**src/rtl/pipe_pkg.sv**
```systemverilog
// Shared constants and helpers for the pipe scroller: default geometry and
// the rotation used to present pipe X values relative to the in-scope pipe.
package pipe_pkg;

  localparam int DEF_N_PIPES      = 4;
  localparam int DEF_XW           = 10;
  localparam int DEF_X_SPAN       = 640;
  localparam int DEF_PIPE_SPACING = 160;
  localparam int DEF_SCOPE_X      = 240;
  localparam int DEF_SPEED_W      = 3;
  localparam int DEF_SCORE_W      = 8;

  // Pipe index shown in x_rel slot k when pipe 'base' is in scope.
  function automatic int unsigned slot_index(input int unsigned base,
                                             input int unsigned k,
                                             input int unsigned n);
    return (base + k) % n;
  endfunction

endpackage

```
**src/rtl/pipe_scroller_if.sv**
```systemverilog
// Control/status bundle of the pipe scroller: scroll controls in, pipe
// positions, scope index and scoring out.
interface pipe_scroller_if
  import pipe_pkg::*;
#(
  parameter int N_PIPES = DEF_N_PIPES,
  parameter int XW      = DEF_XW,
  parameter int SPEED_W = DEF_SPEED_W,
  parameter int SCORE_W = DEF_SCORE_W
);
  localparam int OPW = $clog2(N_PIPES);

  logic                    count_EN;
  logic [SPEED_W-1:0]      speed;
  logic                    Lose;
  logic [OPW-1:0]          out_pipe;
  logic [N_PIPES*XW-1:0]   x_rel;
  logic [SCORE_W-1:0]      Score;
  logic                    score_sat;
  logic                    pass_pulse;
  logic                    lost;

  modport master (
    output count_EN, speed, Lose,
    input  out_pipe, x_rel, Score, score_sat, pass_pulse, lost
  );

  modport slave (
    input  count_EN, speed, Lose,
    output out_pipe, x_rel, Score, score_sat, pass_pulse, lost
  );

endinterface

```
**src/rtl/pipe_x_cell.sv**
```systemverilog
// One pipe X register that moves left by 'speed' per enabled step and
// wraps by X_SPAN so the spacing between pipes is preserved.
module pipe_x_cell #(
  parameter int XW      = 10,
  parameter int X_SPAN  = 640,
  parameter int SPEED_W = 3,
  parameter int RST_X   = 0
) (
  input  logic               clk,
  input  logic               reset,
  input  logic               step,
  input  logic [SPEED_W-1:0] speed,
  output logic [XW-1:0]      x
);

  logic [XW:0]   x_ext;
  logic [XW:0]   s_ext;
  logic [XW-1:0] nxt;

  // One extra bit keeps x + X_SPAN from overflowing before the subtract.
  always_comb begin
    x_ext = {1'b0, x};
    s_ext = (XW+1)'(speed);
    if (x_ext >= s_ext)
      nxt = XW'(x_ext - s_ext);
    else
      nxt = XW'(x_ext + (XW+1)'(X_SPAN) - s_ext);
  end

  always_ff @(posedge clk) begin
    if (reset)
      x <= XW'(RST_X);
    else if (step)
      x <= nxt;
  end

endmodule

```
**src/rtl/pipe_scroller.sv**
```systemverilog
// Scrolls N_PIPES evenly spaced pipes, tracks which pipe is in the bird's
// scope, and scores each pipe passed until a loss is flagged.
module pipe_scroller
  import pipe_pkg::*;
#(
  parameter int N_PIPES      = DEF_N_PIPES,
  parameter int XW           = DEF_XW,
  parameter int X_SPAN       = DEF_X_SPAN,
  parameter int PIPE_SPACING = DEF_PIPE_SPACING,
  parameter int SCOPE_X      = DEF_SCOPE_X,
  parameter int SPEED_W      = DEF_SPEED_W,
  parameter int SCORE_W      = DEF_SCORE_W
) (
  input  logic             clk,
  input  logic             reset,
  pipe_scroller_if.slave   bus
);

  localparam int OPW = $clog2(N_PIPES);

  logic [XW-1:0]         x_all [N_PIPES];
  logic [OPW-1:0]        out_pipe_q;
  logic [SCORE_W-1:0]    score_q;
  logic                  pass_q;
  logic                  lost_q;
  logic                  advance;
  logic [N_PIPES*XW-1:0] x_rel_c;

  for (genvar i = 0; i < N_PIPES; i++) begin : g_pipe
    pipe_x_cell #(
      .XW      (XW),
      .X_SPAN  (X_SPAN),
      .SPEED_W (SPEED_W),
      .RST_X   (i * PIPE_SPACING)
    ) u_cell (
      .clk   (clk),
      .reset (reset),
      .step  (bus.count_EN),
      .speed (bus.speed),
      .x     (x_all[i])
    );
  end

  // Scope test looks at the pre-step X of the in-scope pipe.
  always_comb begin
    advance = bus.count_EN && (x_all[out_pipe_q] < XW'(SCOPE_X));
  end

  always_ff @(posedge clk) begin
    if (reset) begin
      out_pipe_q <= OPW'(N_PIPES / 2);
      score_q    <= '0;
      pass_q     <= 1'b0;
      lost_q     <= 1'b0;
    end else begin
      pass_q <= advance;
      lost_q <= lost_q | bus.Lose;
      if (advance) begin
        out_pipe_q <= (out_pipe_q == OPW'(N_PIPES - 1)) ? '0 : out_pipe_q + OPW'(1);
        if (!lost_q && !bus.Lose && (score_q != '1))
          score_q <= score_q + SCORE_W'(1);
      end
    end
  end

  always_comb begin
    x_rel_c = '0;
    for (int unsigned k = 0; k < N_PIPES; k++)
      x_rel_c[k*XW +: XW] = x_all[OPW'(slot_index(32'(out_pipe_q), k, N_PIPES))];
  end

  assign bus.out_pipe   = out_pipe_q;
  assign bus.x_rel      = x_rel_c;
  assign bus.Score      = score_q;
  assign bus.score_sat  = (score_q == '1);
  assign bus.pass_pulse = pass_q;
  assign bus.lost       = lost_q;

endmodule

```
**src/flat_wrapper.sv**
```systemverilog
// flat-port wrapper written by rule: the top's interface ports become plain ports
module pipe_scroller_flat import pipe_pkg::*;
#(
  parameter int N_PIPES      = DEF_N_PIPES,
  parameter int XW           = DEF_XW,
  parameter int X_SPAN       = DEF_X_SPAN,
  parameter int PIPE_SPACING = DEF_PIPE_SPACING,
  parameter int SCOPE_X      = DEF_SCOPE_X,
  parameter int SPEED_W      = DEF_SPEED_W,
  parameter int SCORE_W      = DEF_SCORE_W
)
  (clk, reset, bus_count_EN, bus_speed, bus_Lose, bus_out_pipe, bus_x_rel, bus_Score, bus_score_sat, bus_pass_pulse, bus_lost);
  pipe_scroller_if #(.N_PIPES(N_PIPES), .XW(XW), .SPEED_W(SPEED_W), .SCORE_W(SCORE_W)) bus_i ();
  input  logic clk;
  input  logic reset;
  input wire logic [$bits(bus_i.count_EN)-1:0] bus_count_EN;
  input wire logic [$bits(bus_i.speed)-1:0] bus_speed;
  input wire logic [$bits(bus_i.Lose)-1:0] bus_Lose;
  output wire logic [$bits(bus_i.out_pipe)-1:0] bus_out_pipe;
  output wire logic [$bits(bus_i.x_rel)-1:0] bus_x_rel;
  output wire logic [$bits(bus_i.Score)-1:0] bus_Score;
  output wire logic [$bits(bus_i.score_sat)-1:0] bus_score_sat;
  output wire logic [$bits(bus_i.pass_pulse)-1:0] bus_pass_pulse;
  output wire logic [$bits(bus_i.lost)-1:0] bus_lost;
  assign bus_i.count_EN = bus_count_EN;
  assign bus_i.speed = bus_speed;
  assign bus_i.Lose = bus_Lose;
  assign bus_out_pipe = bus_i.out_pipe;
  assign bus_x_rel = bus_i.x_rel;
  assign bus_Score = bus_i.Score;
  assign bus_score_sat = bus_i.score_sat;
  assign bus_pass_pulse = bus_i.pass_pulse;
  assign bus_lost = bus_i.lost;
  pipe_scroller #(.N_PIPES(N_PIPES), .XW(XW), .X_SPAN(X_SPAN), .PIPE_SPACING(PIPE_SPACING), .SCOPE_X(SCOPE_X), .SPEED_W(SPEED_W), .SCORE_W(SCORE_W)) u_core (.clk(clk), .reset(reset), .bus(bus_i));
endmodule
```
**config.mk**
```make
export PLATFORM = sky130hd
export DESIGN_NAME = pipe_scroller_flat
export DESIGN_NICKNAME = d
export VERILOG_FILES = /design/src/rtl/pipe_pkg.sv /design/src/rtl/pipe_scroller_if.sv /design/src/rtl/pipe_x_cell.sv /design/src/rtl/pipe_scroller.sv /design/src/flat_wrapper.sv
export SDC_FILE = /design/constraint.sdc
export NUM_CORES = 1
export LEC_CHECK = 0
export ABC_AREA = 0
export BUFFER_PORTS_ARGS = -buffer_cell sky130_fd_sc_hd__buf_2
export CORE_ASPECT_RATIO = 0.75
export CORE_MARGIN = 5
export CORE_UTILIZATION = 50
export DETAILED_ROUTE_END_ITERATION = 6
export PLACE_DENSITY = 0.66
export SKIP_CTS_REPAIR_TIMING = 1
export SLEW_MARGIN = 40
export SYNTH_ARGS = -nofsm -noshare
export SYNTH_HDL_FRONTEND = slang
export SYNTH_SLANG_ARGS = --single-unit
```
**constraint.sdc**
```tcl
create_clock -name clk -period 2.9 [get_ports clk]
set_input_delay 0.29 -clock clk [delete_from_list [all_inputs] [get_ports clk]]
set_output_delay 0.29 -clock clk [all_outputs]
set_load 0.03 [all_outputs]
```
After elaboration in Yosys (flattened, before gate mapping):

Index checks and enable logic that the tools add are counted.

* register bits: 52
* input port bits: 7
* word-level logic and storage cells: 65

* $add $sub $neg: 17
* $lt $le $gt $ge: 9
* eq/ne operators: 3
* muxes and demuxes: 17
* bitwise logic cells: 5
* reduce and logical (&&, ||, !) cells: 6

Operators by type and width (count)
* two-way mux 10 bit: 12
* binary-select mux 10 bit (select 2 bit): 4
* subtractor 10 x 3 -> 10 bit: 8
* adder 10 bit (second input constant): 4
* greater-or-equal comparator 10 x 3 -> 1 bit: 4
* greater-or-equal comparator 3 bit (second input constant): 4
* inverter 2 -> 3 bit: 4
* less-than comparator 10 x 8 -> 1 bit (second input constant): 1
* adder 8 x 1 -> 8 bit (second input constant): 1
* equality test 8 bit (second input constant): 1
* inequality test 8 bit (second input constant): 1
* adder 2 x 1 -> 2 bit (second input constant): 2
* adder 2 bit (second input constant): 2
* logical AND 1 bit: 3
* equality test 2 bit (second input constant): 1
* zero test 1 bit: 2
* two-way mux 2 bit: 1
* AND reduction 2 bit: 1
* OR 1 bit: 1

Logic depth before layout (Yosys ltp):

Gate-level depths: netlist (run 1).

* depth in word-level cells: 7
* gate-level depth with buffers: 11
* mapped depth without buffers: 11

Hierarchy:

Synthesis (run 1) repeated with hierarchy kept, for this count alone.

* cell total of the unflattened synthesis: 721
* area total of the unflattened synthesis: 6408.6 um^2

By module, submodules not included
* pipe_scroller: instances 1, cells an instance 117, area an instance 1586.5 um^2, sequential area each 240.2 um^2
* pipe_x_cell at u_core.g_pipe[3].u_cell: instances 1, cells an instance 156, area an instance 1244.9 um^2, sequential area each 200.2 um^2
* pipe_x_cell at u_core.g_pipe[2].u_cell: instances 1, cells an instance 149, area an instance 1231.2 um^2, sequential area each 200.2 um^2
* pipe_x_cell at u_core.g_pipe[0].u_cell: instances 1, cells an instance 153, area an instance 1194.9 um^2, sequential area each 200.2 um^2
* pipe_x_cell at u_core.g_pipe[1].u_cell: instances 1, cells an instance 146, area an instance 1151.1 um^2, sequential area each 200.2 um^2

Worst setup path before layout (run 1):

Ideal clock, no wire load.

* kind: reg-to-reg
* start: register u_core.g_pipe[0].u_cell.x[0]
* end: register u_core.g_pipe[0].u_cell.x[8]
* library setup time: 0.123 ns
* arrival: 2.548 ns
* data required time: 2.777 ns
* slack: 0.229 ns
* cell stages (with the launch flop): 10
* buffers on the path: 0
* path through: dfxtp_1 > inv_1 > ha_1 > fa_1 > or3b_1 > and3_1 > a41o_1 > a221o_1 > nor2_1 > mux2_1

* word-level cells in the longest chain between the ends: 3
* elaborated cells on any way between the ends: 5

RTL lines
* start, declared: RTL line pipe_x_cell.sv:13 `output logic [XW-1:0] x`
* start signal, assigned: RTL line pipe_x_cell.sv:32 `x <= XW'(RST_X);`
* start signal, assigned: RTL line pipe_x_cell.sv:34 `x <= nxt;`
* adder 10 bit: RTL line pipe_x_cell.sv:27 `nxt = XW'(x_ext + (XW+1)'(X_SPAN) - s_ext);`
* subtractor 10 x 3 -> 10 bit: RTL line pipe_x_cell.sv:27
* two-way mux 10 bit *: RTL line pipe_x_cell.sv:24 `if (x_ext >= s_ext)`

Every way passes the cells marked *; elsewhere a longest branch is shown, timed or not.
A chain may end at the register's enable or synchronous reset.

Final worst setup path (run 1):

* start: register u_core.out_pipe_q[1], in the netlist u_core.bus.out_pipe[1]
* end: output port bus_x_rel[30]

* word-level cells in the longest chain between the ends: 5

RTL lines
* start, declared: RTL line pipe_scroller.sv:22 `logic [OPW-1:0] out_pipe_q;`
* start signal, assigned: RTL line pipe_scroller.sv:51 `out_pipe_q <= OPW'(N_PIPES / 2);`
* start signal, assigned: RTL line pipe_scroller.sv:59 `out_pipe_q <= (out_pipe_q == OPW'(N_PIPES - 1)) ? '0 : out_pipe_q + OPW'(1);`
* adder 2 bit: RTL line pipe_pkg.sv:17 `return (base + k) % n;`
* inverter 2 -> 3 bit (implied by the code): RTL line pipe_scroller.sv:69 `x_rel_c[k*XW +: XW] = x_all[OPW'(slot_index(32'(out_pipe_q), k, N_PIPES))];`
* binary-select mux 10 bit (select 2 bit): RTL line pipe_scroller.sv:69
* two-way mux 10 bit (implied by the code) (2 in a row): RTL line pipe_scroller.sv:69
* end, declared: RTL line flat_wrapper.sv:20 `output wire logic [$bits(bus_i.x_rel)-1:0] bus_x_rel;`

Every way passes these cells. The select of a mux whose other input is x is not followed.

==> flow_metrics.env, run 1 <==
export IMPL_clkLatencyLatePin_ns=0.31
export IMPL_die_x_um=135
export IMPL_post_synth_inst_count=662
export IMPL_design_power_total_mw=6.32
export IMPL_maxClockFrequency_mhz=363
export IMPL_cts_htree_levels=2
export IMPL_cts_root_buffer_cell="clkbuf_16"
export IMPL_postLayoutSetupSlackWorst_ns=0.148
export IMPL_dr_drc_count=0
export IMPL_clk_pin_slew_ns=0.08
export IMPL_netlist_top_cell_by_area="dfxtp_1"
export IMPL_port_buffer_count=59
export IMPL_detail_route_wl_per_cell_um=18.7
export IMPL_final_cells=900
export IMPL_dpl_hpwl_um=13000
export IMPL_min_path_type="in -> reg"
export IMPL_timing_worst_slew_pin_value_ns=0.813
export IMPL_placed_cell_area_um2=6530
export IMPL_yosys_most_used_dff="dfxtp_1"
export IMPL_ys_seq_elements=52
export IMPL_drive_gt1_share_pct=21.5
export IMPL_first_global_vias=5480
export IMPL_post_route_period_util_pct=94.9
export IMPL_timing_worst_setup_path_type="reg -> out"
export IMPL_gr_total_overflow=0
export IMPL_setup_violations=0
export IMPL_final_nets=826
export IMPL_vias=5567
export IMPL_fin_hold_ws_ns=0.232
export IMPL_gp_congestion=0.935
export IMPL_routed_wl_um=16900
export IMPL_final_max_slew_violation_count=0
export IMPL_dp_cells=892
export IMPL_power_density_nw_per_um2=942
export IMPL_effective_utilization_at_floorplan_pct=50.8
export IMPL_status="completed"
export IMPL_syn_nets=751
export IMPL_max_slew_margin_rel_pct=45.6
export IMPL_antenna_found_initial=0
export IMPL_design_die_area_um2=14000
export IMPL_grt_first_pass_wirelength_um=27900
export IMPL_cp_capture_type="output port"
export IMPL_clock_path_buffers=2
export IMPL_coreArea_um2=11500
export IMPL_grt_util_all_layers_pct=24.3
export IMPL_insertedDiodeCount=0
export IMPL_die_ht_um=104
export IMPL_worst_clock_skew_ns=0.00930
export IMPL_clkSinkCount=52
export IMPL_worst_path_max_fanout=18
export IMPL_final_design_area_no_fill_um2=6710
export IMPL_worst_endpoint_arrival_ns=2.46
export IMPL_area_growth_pct=14.5
export IMPL_final_min_clock_period_ns=2.75
export IMPL_floorplan_rows=34
export IMPL_largest_net_degree_at_the_start_of_global_routing=35
export IMPL_drv_max_cap_violation_count=0
export IMPL_number_of_design_rule_violations_left_by_the_first_detailed_router_iteration=485
export IMPL_worst_endpoint_required_ns=2.61
export IMPL_synth_cell_types=66
export IMPL_netlist_area_um2=5850
export IMPL_hold_viol=0
export IMPL_area_fraction_of_the_dominant_cell_type_after_synthesis_pct=17.8
export IMPL_final_util_pct=58.2
export IMPL_ir_drop_uv=898
export IMPL_synth_edf_count=0
export IMPL_yosys_top_cells_count="ha_1, inv_1, dfxtp_1, nor2_1, mux4_2"
export IMPL_synthesis_area_per_instance_um2=8.84
export IMPL_largest_cells_by_area_after_synthesis="dfxtp_1, ha_1, mux4_2, inv_1, nor2_1"
export IMPL_io_pins=60
export IMPL_tritoncts="yes"
export IMPL_synthMostInstantiatedCell="ha_1"
export IMPL_grt_setup_unrepaired="yes"
export IMPL_antenna_left=0
export IMPL_leakagePower_nw=2.94
export IMPL_ys_warnings_count=0
export IMPL_cts_inserted_buffers=5
export IMPL_detail_route_vias_per_cell=6.19
export IMPL_place_ws_ns=0.0188
export IMPL_synth_async_reset_ratio_pct=0
export IMPL_timing_setup_tns_ns=0
export IMPL_synth_seq_area_share_pct=17.8
export IMPL_dr_pass1_iters=5
export IMPL_timing_critical_path_from_type="register"
final timing paths:
| path | start | to | slack [ns] | cells after the start |
|---|---|---|---|---|
| worst max-delay path | u_core.bus.out_pipe[1]$_SDFFE_PP1P_ | bus_x_rel[30] | 0.15 | 5 |
| worst min-delay path | bus_Lose | u_core.bus.lost$_SDFF_PP0_ | 0.23 | 3 |
| worst max register to register | u_core.g_pipe[2].u_cell.x[0]$_SDFFE_PP0P_ | u_core.g_pipe[2].u_cell.x[5]$_SDFFE_PP0P_ | 0.15 | 9 |
| worst min register to register | u_core.bus.lost$_SDFF_PP0_ | u_core.bus.lost$_SDFF_PP0_ | 0.51 | 2 |
final cells by class:
class                   instances  area [um^2]
clock buffers                   5          125
clock inverters                 3         25.0
fillers                      1021         4820
inverters                      57          214
multi-input cells             518         4460
flip-flops and latches         52         1040
well taps                     162          203
repair buffers                103          638
placed cells by master, fill, tap and decap left out, drive strengths merged, types with 5 or more instances in the layout:
cell type	count
buf	103
ha	78
inv	59
nor2	52
dfxtp	52
mux4	40
nand2	37
o21ai	30
a21oi	29
xnor2	21
nor3	20
nand3	18
nor2b	17
xor2	15
a211oi	11
nand4	10
a31oi	10
and3	8
and2	8
nand2b	8
a311oi	7
nand3b	6
o21bai	6
or4	6
a21o	5
clkbuf	5
logic make-up (layout without fill, tap and decap cells):
kind of cell	after synthesis	after routing	synth area share, %
mux	46	46	16.6
fa+ha+maj	82	82	18.0
flops	52	52	17.8
xor+xnor	36	36	5.39
simple gates	211	211	18.8
buf+inv	92	168	6.43
compound gates	143	143	17.0
layer usage:
metal  part of all wire (%)  wire length [um]  GRT usage, %  up-vias
met5                      0                 0             0        -
met4                    2.5               427          7.84        0
met3                    6.7              1130          3.44       38
met2                     47              7940          40.7      236
met1                     44              7350          32.4     2688
li1                       -                 -             -     2605
report_power, final:
group          internal [mW]  switching [mW]  leakage [nW]
registers              0.882           0.309         0.428
logic                   1.90            2.57          2.44
clock network          0.328           0.321        0.0708
total                   3.11            3.20          2.94
sequential cells by signal, indices dropped and copies added (netlist names):
name	cells
u_core.bus.Score	8
u_core.bus.lost	1
u_core.bus.out_pipe	2
u_core.bus.pass_pulse	1
u_core.g_pipe.u_cell.x	40
worst max-delay path, cell delays in order, from the launching register on:
cell     delay [ns]
dfxtp_1        0.69
buf_4          0.23
ha_1           0.26
buf_12         0.21
mux4_2         0.54
buf_2          0.20
Note: power is estimated with default switching activity, not from simulation.
==> run 2, diff against run 1 <==
--- a/config.mk
+++ b/config.mk
@@ -7,11 +7,10 @@
 export LEC_CHECK = 0
 export ABC_AREA = 0
 export BUFFER_PORTS_ARGS = -buffer_cell sky130_fd_sc_hd__buf_2
-export CORE_ASPECT_RATIO = 0.75
 export CORE_MARGIN = 5
 export CORE_UTILIZATION = 50
 export DETAILED_ROUTE_END_ITERATION = 6
-export PLACE_DENSITY = 0.66
+export PLACE_DENSITY = 0.76
 export SKIP_CTS_REPAIR_TIMING = 1
 export SLEW_MARGIN = 40
 export SYNTH_ARGS = -nofsm -noshare
==> flow_metrics.env, run 2 (synthesis results as in run 1) <==
export IMPL_grt_setup_unrepaired="no"
export IMPL_timing_critical_path_cells="inv_1 > ha_1 > fa_1 > or3b_1 > a41o_1 > a31oi_2 > nor2_1 > a21oi_1 > mux2_2"
export IMPL_final_util_pct=57.2
export IMPL_min_path_type="in -> reg"
export IMPL_maxClockFrequency_mhz=363
export IMPL_number_of_design_rule_violations_left_by_the_first_detailed_router_iteration=615
export IMPL_cts_inserted_buffers=5
export IMPL_worst_path_max_fanout=6
export IMPL_cp_capture_type="register"
export IMPL_gr_total_overflow=0
export IMPL_antenna_left=0
export IMPL_first_global_vias=5569
export IMPL_antenna_found_initial=0
export IMPL_timing_worst_setup_path_type="reg -> reg"
export IMPL_grt_use_met3_pct=3.87
export IMPL_largest_register_ffs=40
export IMPL_area_growth_pct=12.1
export IMPL_global_route_usage_met1_pct=28.9
export IMPL_vias=5503
export IMPL_dr_pass1_iters=5
export IMPL_cts_root_buffer_cell="clkbuf_16"
export IMPL_detail_route_wl_per_cell_um=19.0
export IMPL_timing_critical_path_from_type="register"
export IMPL_clk_pin_slew_ns=0.08
export IMPL_worst_clock_skew_ns=0.0113
export IMPL_busiest_layer="met2"
export IMPL_clkSinkCount=52
export IMPL_status="completed"
export IMPL_most_frequent_cells_in_the_layout="ha_1, buf_2, inv_1"
export IMPL_die_ht_um=118
export IMPL_grt_util_all_layers_pct=23.2
export IMPL_drive_gt1_share_pct=20.3
export IMPL_worst_endpoint_arrival_ns=2.95
export IMPL_port_buffer_count=59
export IMPL_detail_route_vias_per_cell=6.35
export IMPL_r2r_start="u_core.g_pipe[1].u_cell.x[0]$_SDFFE_PP0P_"
export IMPL_fin_hold_ws_ns=0.221
export IMPL_dr_drc_count=0
export IMPL_coreArea_um2=11500
export IMPL_io_pins=60
export IMPL_final_max_slew_violation_count=0
export IMPL_post_route_period_util_pct=94.9
export IMPL_tritoncts="yes"
export IMPL_max_stage_delay_ns=0.42
export IMPL_worstPathBufferInverterCount=1
export IMPL_clock_path_buffers=2
export IMPL_final_nets=811
export IMPL_worst_endpoint_required_ns=3.10
export IMPL_timing_worst_slew_pin_value_ns=0.751
export IMPL_floorplan_rows=39
export IMPL_die_x_um=118
export IMPL_hold_depth=3
export IMPL_largest_register="u_core.g_pipe.u_cell.x"
export IMPL_most_common_cell_after_layout_fill_and_taps_aside="ha_1"
export IMPL_crit_slowest_cell="fa_1"
export IMPL_routed_wl_um=16500
export IMPL_max_slew_margin_rel_pct=49.7
export IMPL_hold_viol=0
export IMPL_setup_violations=0
export IMPL_clkLatencyLatePin_ns=0.31
export IMPL_power_density_nw_per_um2=955
export IMPL_design_die_area_um2=14000
export IMPL_hp_start="bus_Lose"
export IMPL_crit_cells=9
export IMPL_drv_max_cap_violation_count=0
export IMPL_ir_drop_uv=688
export IMPL_leakagePower_nw=2.86
export IMPL_cts_htree_levels=2
export IMPL_gp_congestion=0.936
export IMPL_crit_start="u_core.g_pipe[1].u_cell.x[0]$_SDFFE_PP0P_"
export IMPL_cpLargestDelayFamily="compound AO/OA/AOI/OAI gates"
export IMPL_effective_utilization_at_floorplan_pct=51.1
export IMPL_dpl_hpwl_um=12400
export IMPL_final_min_clock_period_ns=2.75
export IMPL_worst_r2r_cell_count=9
export IMPL_grt_first_pass_wirelength_um=27100
export IMPL_grt_util_met2_pct=39.9
export IMPL_largest_net_degree_at_the_start_of_global_routing=53
export IMPL_insertedDiodeCount=0
-- run 2: where the power goes --
| part | total, mW | internal [mW] | switching, mW |
|---|---|---|---|
| Combinational | 4.44 | 1.88 | 2.57 |
| Sequential | 1.21 | 0.882 | 0.324 |
| Clock | 0.618 | 0.323 | 0.295 |
-- run 2: final cells by class --
cell class | count | area [um^2]
clock buffer | 6 | 129
tap | 143 | 179
timing repair buffer | 88 | 517
clock inverter | 2 | 16.3
sequential | 52 | 1050
fill | 1009 | 4900
multi-input combinational | 518 | 4460
inverter | 57 | 214
-- run 2: worst paths after layout --
check,end,slack (ns)
hold reg to reg,u_core.bus.lost$_SDFF_PP0_,0.48
hold / removal,u_core.bus.lost$_SDFF_PP0_,0.22
setup reg to reg,u_core.g_pipe[1].u_cell.x[8]$_SDFFE_PP0P_,0.15
setup / recovery,u_core.g_pipe[1].u_cell.x[8]$_SDFFE_PP0P_,0.15
-- run 2: per-layer routing --
layer / wire (um) / vias to the layer above
li1: - / 2574
met3: 1200 / 34
met2: 8170 / 244
met4: 426 / 0
met5: 0 / -
met1: 6690 / 2651
-- run 2: worst reg2reg max path, delay by kind of cell, from the launching register on --
family          cells  cell delay (ns)
simple gates        2             0.49
fa+ha+maj           2             0.66
buf+inv             1             0.05
mux                 1             0.36
flops               1             0.37
compound gates      3             0.74
-- run 2: through the flow --
step | cell area (um^2) | TNS, ns | cells | setup WS, ns | power, mW
detailed placement | 6380 | -0.0376 | 857 | -0.0280 | 5.51
finish | 6560 | 0 | 866 | 0.147 | 6.27
global placement | 6380 | 0 | 857 | 0.0340 | 5.36
CTS | 6520 | 0 | 865 | 0.0516 | 6.16
floorplan | 5850 | 0 | 662 | 0.229 | 4.42
global route | 6560 | 0 | 866 | 0.00867 | 6.74
==> run 3, diff against run 2 <==
--- a/config.mk
+++ b/config.mk
@@ -7,10 +7,12 @@
 export LEC_CHECK = 0
 export ABC_AREA = 0
 export BUFFER_PORTS_ARGS = -buffer_cell sky130_fd_sc_hd__buf_2
+export CELL_PAD_IN_SITES_DETAIL_PLACEMENT = 1
+export CELL_PAD_IN_SITES_GLOBAL_PLACEMENT = 2
 export CORE_MARGIN = 5
-export CORE_UTILIZATION = 50
+export CORE_UTILIZATION = 38
 export DETAILED_ROUTE_END_ITERATION = 6
-export PLACE_DENSITY = 0.76
+export PLACE_DENSITY = 0.9
 export SKIP_CTS_REPAIR_TIMING = 1
 export SLEW_MARGIN = 40
 export SYNTH_ARGS = -nofsm -noshare
==> flow_metrics.env, run 3 (synthesis results as in run 1) <==
export IMPL_timing_critical_path_from_type="register"
export IMPL_hold_viol=0
export IMPL_worst_path_max_fanout=10
export IMPL_power_frac_seq_pct=18.6
export IMPL_worst_endpoint_arrival_ns=2.93
export IMPL_fin_hold_ws_ns=0.221
export IMPL_largest_register_ffs=40
export IMPL_final_design_area_no_fill_um2=6690
export IMPL_design_die_area_um2=18000
export IMPL_floorplan_rows=45
export IMPL_final_nets=820
export IMPL_cell_internal_pwr_mw=3.12
export IMPL_post_route_period_util_pct=95.2
export IMPL_placed_cell_area_um2=6510
export IMPL_grt_util_all_layers_pct=21.2
export IMPL_ir_drop_uv=589
export IMPL_clkLatencyLatePin_ns=0.31
export IMPL_dp_cells=912
export IMPL_timing_setup_tns_ns=0
export IMPL_io_pins=60
export IMPL_status="completed"
export IMPL_number_of_design_rule_violations_left_by_the_first_detailed_router_iteration=294
export IMPL_clock_path_buffers=2
export IMPL_cts_htree_levels=2
export IMPL_cts_inserted_buffers=5
export IMPL_tritoncts="yes"
export IMPL_port_buffer_count=59
export IMPL_power_density_nw_per_um2=965
export IMPL_place_ws_ns=0.00883
export IMPL_antenna_left=0
export IMPL_grt_setup_unrepaired="yes"
export IMPL_dr_pass1_iters=4
export IMPL_postLayoutSetupSlackWorst_ns=0.140
export IMPL_antenna_found_initial=0
export IMPL_detail_route_wl_per_cell_um=20.6
export IMPL_insertedDiodeCount=0
export IMPL_dpl_hpwl_um=14900
export IMPL_gr_total_overflow=0
export IMPL_power_share_switching_pct=51.7
export IMPL_max_slew_margin_rel_pct=55.6
export IMPL_final_min_clock_period_ns=2.76
export IMPL_dr_drc_count=0
export IMPL_final_cells=920
export IMPL_die_x_um=134
export IMPL_area_growth_pct=14.2
export IMPL_maxClockFrequency_mhz=362
export IMPL_p_sw_mw=3.34
export IMPL_leakagePower_nw=2.90
export IMPL_grt_first_pass_wirelength_um=30600
export IMPL_drv_max_cap_violation_count=0
export IMPL_clkSinkCount=52
export IMPL_timing_worst_setup_path_type="reg -> reg"
export IMPL_cts_root_buffer_cell="clkbuf_16"
export IMPL_min_path_type="in -> reg"
export IMPL_effective_utilization_at_floorplan_pct=38.7
export IMPL_crit_start="u_core.g_pipe[3].u_cell.x[0]$_SDFFE_PP0P_"
export IMPL_pwr_share_clk_pct=9.9
export IMPL_largest_net_degree_at_the_start_of_global_routing=53
export IMPL_coreArea_um2=15100
export IMPL_hold_depth=3
export IMPL_r2r_start="u_core.g_pipe[3].u_cell.x[0]$_SDFFE_PP0P_"
export IMPL_clk_pin_slew_ns=0.08
export IMPL_most_common_cell_after_layout_fill_and_taps_aside="ha_1"
export IMPL_most_frequent_cells_in_the_layout="ha_1, buf_2, inv_1"
export IMPL_detail_route_vias_per_cell=5.96
export IMPL_worst_endpoint_required_ns=3.07
export IMPL_filler_cell_count=1791
export IMPL_first_global_vias=5649
export IMPL_setup_violations=0
export IMPL_timing_worst_slew_pin_value_ns=0.664
export IMPL_routed_wl_um=19000
export IMPL_logic_pwr_share_pct=71.4
export IMPL_worst_clock_skew_ns=0.00608
export IMPL_die_ht_um=134
export IMPL_largest_register="u_core.g_pipe.u_cell.x"
export IMPL_cp_capture_type="register"
export IMPL_gp_congestion=0.883
export IMPL_worst_r2r_cell_count=9
export IMPL_vias=5480
export IMPL_drive_gt1_share_pct=21.3
export IMPL_final_max_slew_violation_count=0
export IMPL_hp_start="bus_Lose"
## run 3: power groups by stage
stage / sequential (mW) / combinational, mW / clock, mW
2_1_floorplan: 1.09 / 3.33 / 0
3_3_place_gp: 1.19 / 4.35 / 0
3_5_place_dp: 1.21 / 4.54 / 0
4_1_cts: 1.19 / 4.58 / 0.648
5_1_grt: 1.23 / 5.02 / 0.677
6_report: 1.20 / 4.61 / 0.642
## run 3: worst paths after layout
check / endpoint / slack [ns]
worst max-delay path: u_core.g_pipe[3].u_cell.x[5]$_SDFFE_PP1P_ / 0.14
worst min register to register: u_core.bus.lost$_SDFF_PP0_ / 0.50
worst max register to register: u_core.g_pipe[3].u_cell.x[5]$_SDFFE_PP1P_ / 0.14
worst min-delay path: u_core.bus.lost$_SDFF_PP0_ / 0.22
## run 3: per-stage QoR
stage | util [%] | power, mW
floorplan | - | 4.42
CTS | 43.9 | 6.42
global placement | 43.0 | 5.54
detailed placement | 43.0 | 5.75
global route | 44.1 | 6.93
finish | 44.1 | 6.45
## run 3: cell type report
class	instances	area (um^2)	share of cell area (%)
flip-flops and latches	52	1050	15.6
multi-input cells	518	4460	66.7
clock buffers	6	129	1.93
well taps	188	235	3.52
clock inverters	2	16.3	0.243
inverters	57	214	3.20
repair buffers	97	588	8.79
## run 3: per-layer routing
metal | vias to the layer above | GRT usage [%] | part of all wire, %
met5 | - | 0 | 0
met4 | 0 | 5.49 | 2.0
met3 | 21 | 3.34 | 5.0
met2 | 131 | 36.7 | 49
met1 | 2740 | 27.6 | 43
li1 | 2588 | - | -
## run 3: worst max-delay path: stages, from the launching register on
cell	delay, ns
dfxtp_2	0.38
inv_1	0.06
ha_1	0.23
fa_1	0.43
or3b_1	0.43
a41o_1	0.31
a31o_1	0.38
a21oi_1	0.19
o211a_1	0.16
a21oi_1	0.04
